## src/rtl/game_flow_controller_pkg.sv

```systemverilog
// Shared definitions for the Lane Surfer game flow controller.
// The state encoding is shared with the renderer and the obstacle movers.
package game_flow_controller_pkg;

   typedef enum logic [1:0] {
      S_IDLE = 2'd0,
      S_PLAY = 2'd1,
      S_HIT  = 2'd2,
      S_OVER = 2'd3
   } game_state_e;

   // Width of the invulnerability frame counter (INVULN_FRAMES is 1..255)
   localparam int INV_W = 8;

endpackage

```

## src/rtl/game_flow_controller_if.sv

```systemverilog
// Signal bundle between the game flow controller and its surroundings.
// master: collision detectors / frame timing side; slave: the controller.
interface game_flow_controller_if #(
   parameter int N_SRC   = 4,
   parameter int LIVES_W = 2
);
   logic               start;
   logic               frame_tick;
   logic [N_SRC-1:0]   collision_vec;
   logic [1:0]         state;
   logic [LIVES_W-1:0] lives;
   logic               game_active;
   logic               obstacles_run;
   logic               invulnerable;
   logic               life_lost;
   logic               game_over;
   logic               clear_req;
   logic               player_visible;

   modport master (
      output start, frame_tick, collision_vec,
      input  state, lives, game_active, obstacles_run, invulnerable,
             life_lost, game_over, clear_req, player_visible
   );

   modport slave (
      input  start, frame_tick, collision_vec,
      output state, lives, game_active, obstacles_run, invulnerable,
             life_lost, game_over, clear_req, player_visible
   );
endinterface

```

## src/rtl/game_flow_controller_rise_detect.sv

```systemverilog
// One-bit rising-edge detector: history is registered every cycle, the
// rise output is the current level against that history.
module game_flow_controller_rise_detect (
   input  logic Clock,
   input  logic Resetn,
   input  logic d_i,
   output logic rise_o
);
   logic d_q;

   // Remember last cycle's level; cleared by reset
   always_ff @(posedge Clock) begin
      if (!Resetn) d_q <= 1'b0;
      else         d_q <= d_i;
   end

   assign rise_o = d_i & ~d_q;
endmodule

```

## src/rtl/game_flow_controller.sv

```systemverilog
// Lane Surfer game sequencer: IDLE/PLAY/HIT/GAME_OVER flow, lives count,
// post-hit invulnerability timed in frames and obstacle motion gating.
// Optional blinking of the player while invulnerable: INVULN_BLINK_EN.
module game_flow_controller
   import game_flow_controller_pkg::*;
#(
   parameter int N_SRC         = 4,
   parameter int LIVES_W       = 2,
   parameter int START_LIVES   = 3,
`ifdef INVULN_BLINK_EN
   parameter int BLINK_FRAMES  = 8,
`endif
   parameter int INVULN_FRAMES = 120
) (
   input  logic                   Clock,
   input  logic                   Resetn,
   game_flow_controller_if.slave  bus
);
   localparam logic [LIVES_W-1:0] START_L = LIVES_W'(START_LIVES);
   localparam logic [LIVES_W-1:0] ONE_L   = LIVES_W'(1);
   localparam logic [INV_W-1:0]   INV_L   = INV_W'(INVULN_FRAMES);

   logic coll_any, start_rise, hit_rise;

   game_state_e        state_q, state_d;
   logic [LIVES_W-1:0] lives_q, lives_d;
   logic [INV_W-1:0]   inv_q, inv_d;
   logic               life_lost_q, life_lost_d;
   logic               clear_req_q, clear_req_d;

   assign coll_any = |bus.collision_vec[N_SRC-1:0];

   game_flow_controller_rise_detect u_start_rise (
      .Clock (Clock), .Resetn (Resetn), .d_i (bus.start), .rise_o (start_rise)
   );

   game_flow_controller_rise_detect u_hit_rise (
      .Clock (Clock), .Resetn (Resetn), .d_i (coll_any), .rise_o (hit_rise)
   );

   // State, lives, invulnerability timer and one-cycle pulse registers
   always_ff @(posedge Clock) begin
      if (!Resetn) begin
         state_q     <= S_IDLE;
         lives_q     <= START_L;
         inv_q       <= '0;
         life_lost_q <= 1'b0;
         clear_req_q <= 1'b0;
      end else begin
         state_q     <= state_d;
         lives_q     <= lives_d;
         inv_q       <= inv_d;
         life_lost_q <= life_lost_d;
         clear_req_q <= clear_req_d;
      end
   end

   // Game flow: collisions only count in PLAY, and only on a fresh rise
   always_comb begin
      state_d     = state_q;
      lives_d     = lives_q;
      inv_d       = inv_q;
      life_lost_d = 1'b0;
      clear_req_d = 1'b0;
      case (state_q)
         S_IDLE: begin
            if (start_rise) begin
               state_d = S_PLAY;
               lives_d = START_L;
            end
         end
         S_PLAY: begin
            if (hit_rise) begin
               life_lost_d = 1'b1;
               if (lives_q == ONE_L) begin
                  lives_d = '0;
                  state_d = S_OVER;
               end else begin
                  lives_d = lives_q - ONE_L;
                  inv_d   = INV_L;
                  state_d = S_HIT;
               end
            end
         end
         S_HIT: begin
            if (bus.frame_tick) begin
               if (inv_q == INV_W'(1)) begin
                  inv_d   = '0;
                  state_d = S_PLAY;
               end else begin
                  inv_d = inv_q - INV_W'(1);
               end
            end
         end
         S_OVER: begin
            lives_d = '0;
            if (start_rise) begin
               state_d     = S_IDLE;
               clear_req_d = 1'b1;
            end
         end
         default: state_d = S_IDLE;
      endcase
   end

   assign bus.state         = state_q;
   assign bus.lives         = lives_q;
   assign bus.game_active   = (state_q == S_PLAY) || (state_q == S_HIT);
   assign bus.obstacles_run = (state_q == S_PLAY) || (state_q == S_HIT);
   assign bus.invulnerable  = (state_q == S_HIT);
   assign bus.game_over     = (state_q == S_OVER);
   assign bus.life_lost     = life_lost_q;
   assign bus.clear_req     = clear_req_q;

`ifdef INVULN_BLINK_EN
   localparam logic [INV_W-1:0] BLINK_LAST = INV_W'(BLINK_FRAMES - 1);

   logic [INV_W-1:0] blink_q, blink_d;
   logic             vis_q, vis_d;

   // Blink phase register; visible and phase cleared by reset
   always_ff @(posedge Clock) begin
      if (!Resetn) begin
         blink_q <= '0;
         vis_q   <= 1'b1;
      end else begin
         blink_q <= blink_d;
         vis_q   <= vis_d;
      end
   end

   // Toggle every BLINK_FRAMES ticks while staying in HIT; visible elsewhere
   always_comb begin
      blink_d = blink_q;
      vis_d   = vis_q;
      if (state_d != S_HIT) begin
         blink_d = '0;
         vis_d   = 1'b1;
      end else if ((state_q == S_HIT) && bus.frame_tick) begin
         if (blink_q == BLINK_LAST) begin
            blink_d = '0;
            vis_d   = ~vis_q;
         end else begin
            blink_d = blink_q + INV_W'(1);
         end
      end
   end

   assign bus.player_visible = vis_q;
`else
   assign bus.player_visible = 1'b1;
`endif

endmodule
```

## src/flat_wrapper.sv

```systemverilog
// flat-port wrapper written by rule: the top's interface ports become plain ports
module game_flow_controller_flat import game_flow_controller_pkg::*;
#(
   parameter int N_SRC         = 4,
   parameter int LIVES_W       = 2,
   parameter int START_LIVES   = 3,

   parameter int INVULN_FRAMES = 120
)
  (Clock, Resetn, bus_start, bus_frame_tick, bus_collision_vec, bus_state, bus_lives, bus_game_active, bus_obstacles_run, bus_invulnerable, bus_life_lost, bus_game_over, bus_clear_req, bus_player_visible);
  game_flow_controller_if #(.N_SRC(N_SRC), .LIVES_W(LIVES_W)) bus_i ();
  input  logic Clock;
  input  logic Resetn;
  input wire logic [$bits(bus_i.start)-1:0] bus_start;
  input wire logic [$bits(bus_i.frame_tick)-1:0] bus_frame_tick;
  input wire logic [$bits(bus_i.collision_vec)-1:0] bus_collision_vec;
  output wire logic [$bits(bus_i.state)-1:0] bus_state;
  output wire logic [$bits(bus_i.lives)-1:0] bus_lives;
  output wire logic [$bits(bus_i.game_active)-1:0] bus_game_active;
  output wire logic [$bits(bus_i.obstacles_run)-1:0] bus_obstacles_run;
  output wire logic [$bits(bus_i.invulnerable)-1:0] bus_invulnerable;
  output wire logic [$bits(bus_i.life_lost)-1:0] bus_life_lost;
  output wire logic [$bits(bus_i.game_over)-1:0] bus_game_over;
  output wire logic [$bits(bus_i.clear_req)-1:0] bus_clear_req;
  output wire logic [$bits(bus_i.player_visible)-1:0] bus_player_visible;
  assign bus_i.start = bus_start;
  assign bus_i.frame_tick = bus_frame_tick;
  assign bus_i.collision_vec = bus_collision_vec;
  assign bus_state = bus_i.state;
  assign bus_lives = bus_i.lives;
  assign bus_game_active = bus_i.game_active;
  assign bus_obstacles_run = bus_i.obstacles_run;
  assign bus_invulnerable = bus_i.invulnerable;
  assign bus_life_lost = bus_i.life_lost;
  assign bus_game_over = bus_i.game_over;
  assign bus_clear_req = bus_i.clear_req;
  assign bus_player_visible = bus_i.player_visible;
  game_flow_controller #(.N_SRC(N_SRC), .LIVES_W(LIVES_W), .START_LIVES(START_LIVES), .INVULN_FRAMES(INVULN_FRAMES)) u_core (.Clock(Clock), .Resetn(Resetn), .bus(bus_i));
endmodule
```

## config.mk

```make
export PLATFORM = sky130hd
export DESIGN_NAME = game_flow_controller_flat
export DESIGN_NICKNAME = d
export VERILOG_FILES = /design/src/rtl/game_flow_controller_pkg.sv /design/src/rtl/game_flow_controller_if.sv /design/src/rtl/game_flow_controller_rise_detect.sv /design/src/rtl/game_flow_controller.sv /design/src/flat_wrapper.sv
export SDC_FILE = /design/constraint.sdc
export NUM_CORES = 1
export LEC_CHECK = 0
export CAP_MARGIN = 20
export CORE_ASPECT_RATIO = 0.6
export CORE_MARGIN = 8
export CORE_UTILIZATION = 35
export CTS_CLUSTER_SIZE = 28
export DETAILED_ROUTE_END_ITERATION = 10
export DONT_BUFFER_PORTS = 1
export GPL_TIMING_DRIVEN = 0
export PLACE_DENSITY = 0.51
export SLEW_MARGIN = 20
export SYNTH_ARGS = -nofsm -noshare
export SYNTH_HDL_FRONTEND = slang
export SYNTH_SLANG_ARGS = --single-unit
export TNS_END_PERCENT = 1
```

## constraint.sdc

```tcl
create_clock -name Clock -period 2.4 [get_ports Clock]
set_input_delay 0.6 -clock Clock [delete_from_list [all_inputs] [get_ports Clock]]
set_output_delay 0.6 -clock Clock [all_outputs]
set_load 0.05 [all_outputs]
```

==> results of run 1 <==
[timing repair]
item / in CTS / in global routing
resized for setup: 2 / 0
hold buffers: 0 / 0
gates cloned: 0 / 0
setup endpoints to repair: 2 / 3
setup buffers: 0 / 0
[final cells by class]
cell class	count	area, um2	share of cell area
sequential	16	325	0.300
tap	34	42.5	0.0392
inverter	8	30.0	0.0276
multi-input combinational	80	606	0.558
clock buffer	3	41.3	0.0380
buffer	7	41.3	0.0380
[worst max path at each step]
stage | slack, ns | endpoint | startpoint
after floorplan | 0.14 | u_core.inv_q[3] | u_core.bus.state[0]
after CTS | 0.00009 | u_core.inv_q[3] | u_core.bus.state[1]
after global routing | -0.07 | u_core.inv_q[2] | u_core.bus.state[1]
after detailed placement | -0.02 | u_core.inv_q[3] | u_core.bus.state[0]
after global placement | -0.02 | u_core.inv_q[3] | u_core.bus.state[0]
final | -0.02 | u_core.inv_q[3] | u_core.bus.state[1]
[synth_stat cells, drive strengths merged (2+ instances only)]
cell type,number
a32o,4
and2,2
and3b,2
and4,2
buf,3
clkbuf,4
dfxtp,16
ha,8
inv,8
mux2i,4
nand2,10
nand2b,3
nor2,6
nor2b,2
nor4,2
o21a,2
o21ai,8
o31ai,3
or4,2
[logic make-up after synthesis]
group	synth area share
adders and majority gates	0.101
and+or+nand+nor	0.237
DFF	0.323
buffers and inverters	0.0719
AOI/OAI and AO/OA	0.212
other	0.00378
muxes	0.0517
[layer usage]
layer	part of all wire	global-route usage
met1	0.56	0.136
met2	0.36	0.122
met3	0.086	0.0558
met4	0	0.0226
met5	0	0
[sequential cells by signal (all words and copies together), names as in the netlist]
signal	flops
u_core.bus.clear_req	1
u_core.bus.life_lost	1
u_core.bus.lives	2
u_core.bus.state	2
u_core.inv_q	8
u_core.u_hit_rise.d_q	1
u_core.u_start_rise.d_q	1
[per-stage QoR]
| step | TNS (ns) | instance area (um2) | power [mW] | hold WS, ns | utilization |
|---|---|---|---|---|---|
| 2_1_floorplan | 0 | 997 | 0.985 | 0.389 | - |
| 3_3_place_gp | -0.0153 | 1040 | 1.10 | 0.401 | 0.374 |
| 3_5_place_dp | -0.0224 | 1040 | 1.10 | 0.397 | 0.374 |
| 4_1_cts | 0 | 1090 | 1.31 | 0.421 | 0.391 |
| 5_1_grt | -0.177 | 1090 | 1.40 | 0.455 | 0.391 |
| 6_report | -0.0180 | 1090 | 1.32 | 0.424 | 0.391 |
[power groups by stage]
stage | clock [mW] | sequential [mW] | combinational (mW)
global placement | 0 | 0.486 | 0.614
floorplan | 0 | 0.465 | 0.520
global route | 0.218 | 0.493 | 0.686
finish | 0.201 | 0.483 | 0.634
detailed placement | 0 | 0.486 | 0.615
CTS | 0.206 | 0.483 | 0.625
==> run_results.csv, run 1 <==
group,metric,value,unit
global_routing,grt_max_degree,11,
synthesis,postSynth.asyncResetShare,0,
final_layout,fill_cells,276,
synthesis,ys.flop_type,"dfxtp_1",
global_routing,grt_overflow,0,
power,clkPwrFrac,0.152,
synthesis,avgSynthCellArea,8.94,um2
timing,tightest_slew,0.606,ns
power,peakVddDrop,0.458,mV
status,violations,"negative setup slack",
worst_setup_path,regToRegSetupSlack,-0.02,ns
timing,finalSetupViolCount,1,
clock_tree,clock_path_buffers,2,
worst_setup_path,cp_num_buf_inv,1,
worst_setup_path,slowest_delay,0.53,ns
placement,io_buffers,0,
clock_tree,cts_tree,"yes",
power,p_switching,0.645,mW
synthesis,synthTopCellsByArea,"dfxtp_1, ha_1, a32o_1",
global_routing,grt_pass1_vias,717,
timing,grt_setup_unrepaired,"true",
timing,finalCritPeriodShare,1.01,
hold_path,hold_class,"reg2reg",
synthesis,synth_area,992,um2
floorplan,initial_core_util,0.357,
worst_setup_path,crit_arrival,2.56,ns
power,combinationalPowerShare,0.481,
worst_setup_path,cp_max_fo,9,
placement,place_ws,-0.0224,ns
clock_tree,clock_sinks,16,
global_routing,antenna_found_initial,0,
routing,finalWirelength,2340,um
floorplan,die-width,84.7,um
hold_path,worstHoldStart,"u_core.u_start_rise.d_q",
routing,drt_iter0_markers,57,
routing,final_antenna_net_count,0,
placement,gp_congestion,0.786,
worst_setup_path,cp.required,2.54,ns
clock_tree,clk-insertion-delay-late,0.25,ns
hold_path,min_to,"u_core.bus.clear_req",
power,p_seq_frac,0.367,
synthesis,ys_ff_latch,16,
worst_setup_path,cp_slowest_cell,"dfxtp_2",
routing,drc,0,
final_layout,most-common-layout-cells,"dfxtp_1, nand2_1, inv_1, o21ai_0",
floorplan,die_area,4850,um2
final_layout,antenna_cells,0,
power,p_int,0.673,mW
worst_setup_path,crit_cells,6,
floorplan,coreArea,2780,um2
clock_tree,cts_buffers,3,
synthesis,syn_nets,127,
flow_run,cap_violations,0,
timing,setup_slack,-0.0180,ns
timing,fmax,0.414,GHz
hold_path,hold_depth,1,
timing,hold_viol_final,0,
power,p_sw_frac,0.490,
status,status,"complete, but fails checks",
synthesis,yosys_warnings,0,
worst_setup_path,r2r_end,"u_core.inv_q[3]",
power,power_density,1210,nW/um2
placement,hpwl,1790,um
synthesis,synth_top_area_frac,0.323,
timing,relSlewSlack,0.595,
final_layout,drive_gt1_frac,0.140,
global_routing,grt_pass1_wl,3760,um
global_routing,grt_usage,0.0977,
clock_tree,cts-root-buf,"clkbuf_8",
routing,avgRoutedWirePerCell,15.8,um
timing,maxSlewViolCount,0,
routing,drtPass1Iterations,4,
timing,fin_skew,0.00238,ns
timing,min_period,2.42,ns
power,total_leakage_power,0.420,nW
clock_tree,cts_htree_levels,1,
final_layout,layout.cells.non_filler,148,
placement,place_inst,145,
worst_setup_path,worst-setup-path-type,"reg2reg",
routing,via_per_inst,5.41,
floorplan,num_io_pins,19,
worst_setup_path,crit_chain,"ha_2 > buf_6 > mux2i_1 > a211o_1 > or4_1 > a32o_1",
clock_tree,clkTransAtPathRegs,0.06,ns
floorplan,die_h,57.2,um
synthesis,ys_seq_area_frac,0.323,
worst_setup_path,cp_top_family,"compound AO/OA/AOI/OAI gates",
worst_setup_path,end_kind,"register",
routing,vias,800,
final_layout,syn_to_final_growth,9.46,%
floorplan,row_count,15,
final_layout,nNetsFinal,132,
final_layout,layout_commonest_cell,"dfxtp_1",
synthesis,synth-edff-count,0,
worst_setup_path,cp-start-kind,"register",
synthesis,ys_types,42,
worst_setup_path,r2r_start,"u_core.bus.state[1]",
synthesis,synth_cells,111,
synthesis,yosysTopAreaCell,"dfxtp_1",
worst_setup_path,rr_worst_depth,6,
(Power assumes the default switching activity.)
==> run 2, diff against run 1 <==
--- a/config.mk
+++ b/config.mk
@@ -6,14 +6,13 @@
 export NUM_CORES = 1
 export LEC_CHECK = 0
 export CAP_MARGIN = 20
-export CORE_ASPECT_RATIO = 0.6
 export CORE_MARGIN = 8
-export CORE_UTILIZATION = 35
+export CORE_UTILIZATION = 60
 export CTS_CLUSTER_SIZE = 28
 export DETAILED_ROUTE_END_ITERATION = 10
 export DONT_BUFFER_PORTS = 1
 export GPL_TIMING_DRIVEN = 0
-export PLACE_DENSITY = 0.51
+export PLACE_DENSITY = 0.78
 export SLEW_MARGIN = 20
 export SYNTH_ARGS = -nofsm -noshare
 export SYNTH_HDL_FRONTEND = slang
==> run 2 against run 1 <==
Net effect: the run now ends clean; register-to-register slack better by 0.18 ns; maximum frequency is 6.7% higher; utilization is 31 points higher; non-clock buffer count stayed put; largest cell class unchanged; largest power group unchanged; highest routed layer is now met4.
==> run_results.csv, run 2 (synthesized netlist as in run 1, its figures left out) <==
group,metric,value,unit
worst_setup_path,rr_worst_depth,7,
clock_tree,clkTransAtPathRegs,0.10,ns
placement,gp_congestion,0.827,
timing,finalSetupViolCount,0,
final_layout,largest_reg_flops,8,
routing,via_per_inst,6.37,
final_layout,layout_commonest_cell,"dfxtp_1",
power,total_leakage_power,0.421,nW
floorplan,num_io_pins,19,
floorplan,die-width,56.7,um
worst_setup_path,crit_chain,"inv_1 > ha_2 > buf_4",
placement,place_inst,127,
clock_tree,hold_buffers,0,
routing,finalWirelength,2100,um
timing,fmax,0.441,GHz
timing,hold_viol_final,0,
worst_setup_path,regToRegSetupSlack,0.16,ns
worst_setup_path,cp_max_fo,6,
routing,drt_iter0_markers,14,
final_layout,drive_gt1_frac,0.157,
placement,io_buffers,0,
final_layout,most-common-layout-cells,"dfxtp_1, nand2_1, inv_1, o21ai_0",
worst_setup_path,cp.required,1.80,ns
timing,relSlewSlack,0.610,
placement,hpwl,1560,um
hold_path,worstHoldStart,"u_core.u_start_rise.d_q",
placement,place_area,1020,um2
worst_setup_path,cp_slowest_cell,"ha_2",
timing,fin_skew,0.00313,ns
final_layout,fin_area,1070,um2
timing,min_period,2.27,ns
power,peakVddDrop,1.03,mV
timing,setup_slack,0.134,ns
floorplan,die_h,56.7,um
final_layout,regMostFlops,"u_core.inv_q",
placement,place_ws,-0.0101,ns
clock_tree,cts_htree_levels,1,
global_routing,antenna_found_initial,0,
clock_tree,cts_buffers,3,
global_routing,grt_max_degree,11,
global_routing,grt_pass1_wl,3540,um
power,finalPower,1.30,mW
floorplan,die_area,3210,um2
status,status,"finished clean",
clock_tree,cts_resized,2,
routing,final_antenna_net_count,0,
final_layout,syn_to_final_growth,8.07,%
floorplan,row_count,14,
routing,avgRoutedWirePerCell,16.0,um
hold_path,hold_class,"reg2reg",
floorplan,coreArea,1520,um2
final_layout,nNetsFinal,132,
routing,drc,0,
worst_setup_path,crit_arrival,1.67,ns
worst_setup_path,r2r_start,"u_core.bus.state[0]",
clock_tree,post_cts_buffers,0,
global_routing,grt_usage,0.138,
final_layout,layout.cells.non_filler,131,
final_layout,fill_cells,137,
final_layout,antenna_cells,0,
clock_tree,clock_path_buffers,2,
worst_setup_path,slowest_delay,0.50,ns
timing,finalCritPeriodShare,0.944,
worst_setup_path,end_kind,"primary output",
clock_tree,cts-root-buf,"clkbuf_4",
timing,maxSlewViolCount,0,
timing,tightest_slew,0.585,ns
clock_tree,clk-insertion-delay-late,0.30,ns
final_layout,finish.utilization,0.704,
hold_path,min_to,"u_core.bus.clear_req",
global_routing,grt_pass1_vias,776,
routing,drtPass1Iterations,4,
worst_setup_path,r2r_end,"u_core.inv_q[3]",
hold_path,hold_depth,1,
clock_tree,cts_tree,"yes",
clock_tree,clock_sinks,16,
worst_setup_path,worst-setup-path-type,"reg2out",
worst_setup_path,cp-start-kind,"register",
global_routing,grt_overflow,0,
power,power_density,1210,nW/um2
routing,vias,835,
timing,grt_setup_unrepaired,"false",
floorplan,initial_core_util,0.651,
flow_run,cap_violations,0,
## run 2: changes by cell type in the layout (fill, tap and decap cells not counted), sizes merged
cell	previous run	this run
clkbuf	7	8
## run 2: per-layer routing
metal / global-route usage / part of all wire / up-vias
met5: 0 / 0 / -
met4: 0.0722 / 0.019 / 0
met3: 0.0652 / 0.081 / 5
met2: 0.215 / 0.45 / 33
met1: 0.151 / 0.45 / 385
li1: - / - / 412
## run 2: final cells by class
| type | count | area [um2] | area share |
|---|---|---|---|
| multi-input cells | 80 | 616 | 0.574 |
| flip-flops and latches | 16 | 329 | 0.307 |
| plain buffers | 7 | 41.3 | 0.0385 |
| clock buffers | 4 | 36.3 | 0.0338 |
| inverters | 8 | 30.0 | 0.0280 |
| well taps | 16 | 20.0 | 0.0187 |
## run 2: where the power goes
group | switching (mW) | total, mW | internal, mW | leakage [nW]
Clock | 0.0938 | 0.186 | 0.0926 | 0.0210
Sequential | 0.146 | 0.484 | 0.338 | 0.132
Combinational | 0.394 | 0.627 | 0.232 | 0.268
Total | 0.634 | 1.30 | 0.663 | 0.421
## run 2: per-stage QoR
step | hold WS (ns) | setup TNS (ns)
finish | 0.422 | 0
global route | 0.440 | 0
CTS | 0.425 | 0
detailed placement | 0.410 | -0.0101
global placement | 0.402 | 0
floorplan | 0.389 | 0
## run 2: worst max path at each step
stage                                   start                 to  cells after the start
after floorplan           u_core.bus.state[0]    u_core.inv_q[3]                      7
after global placement    u_core.bus.state[0]    u_core.inv_q[3]                      7
after detailed placement  u_core.bus.state[0]    u_core.inv_q[3]                      7
after CTS                 u_core.bus.state[1]    u_core.inv_q[3]                      6
after global routing      u_core.bus.state[0]  bus_obstacles_run                      3
final                     u_core.bus.state[0]  bus_obstacles_run                      3
## run 2: worst max-delay path, delay by kind of cell, from the launching register on
family,cells,cell delay (ns)
adder cells (fa/ha/maj),1,0.50
buffers and inverters,2,0.39
flip-flops,1,0.48
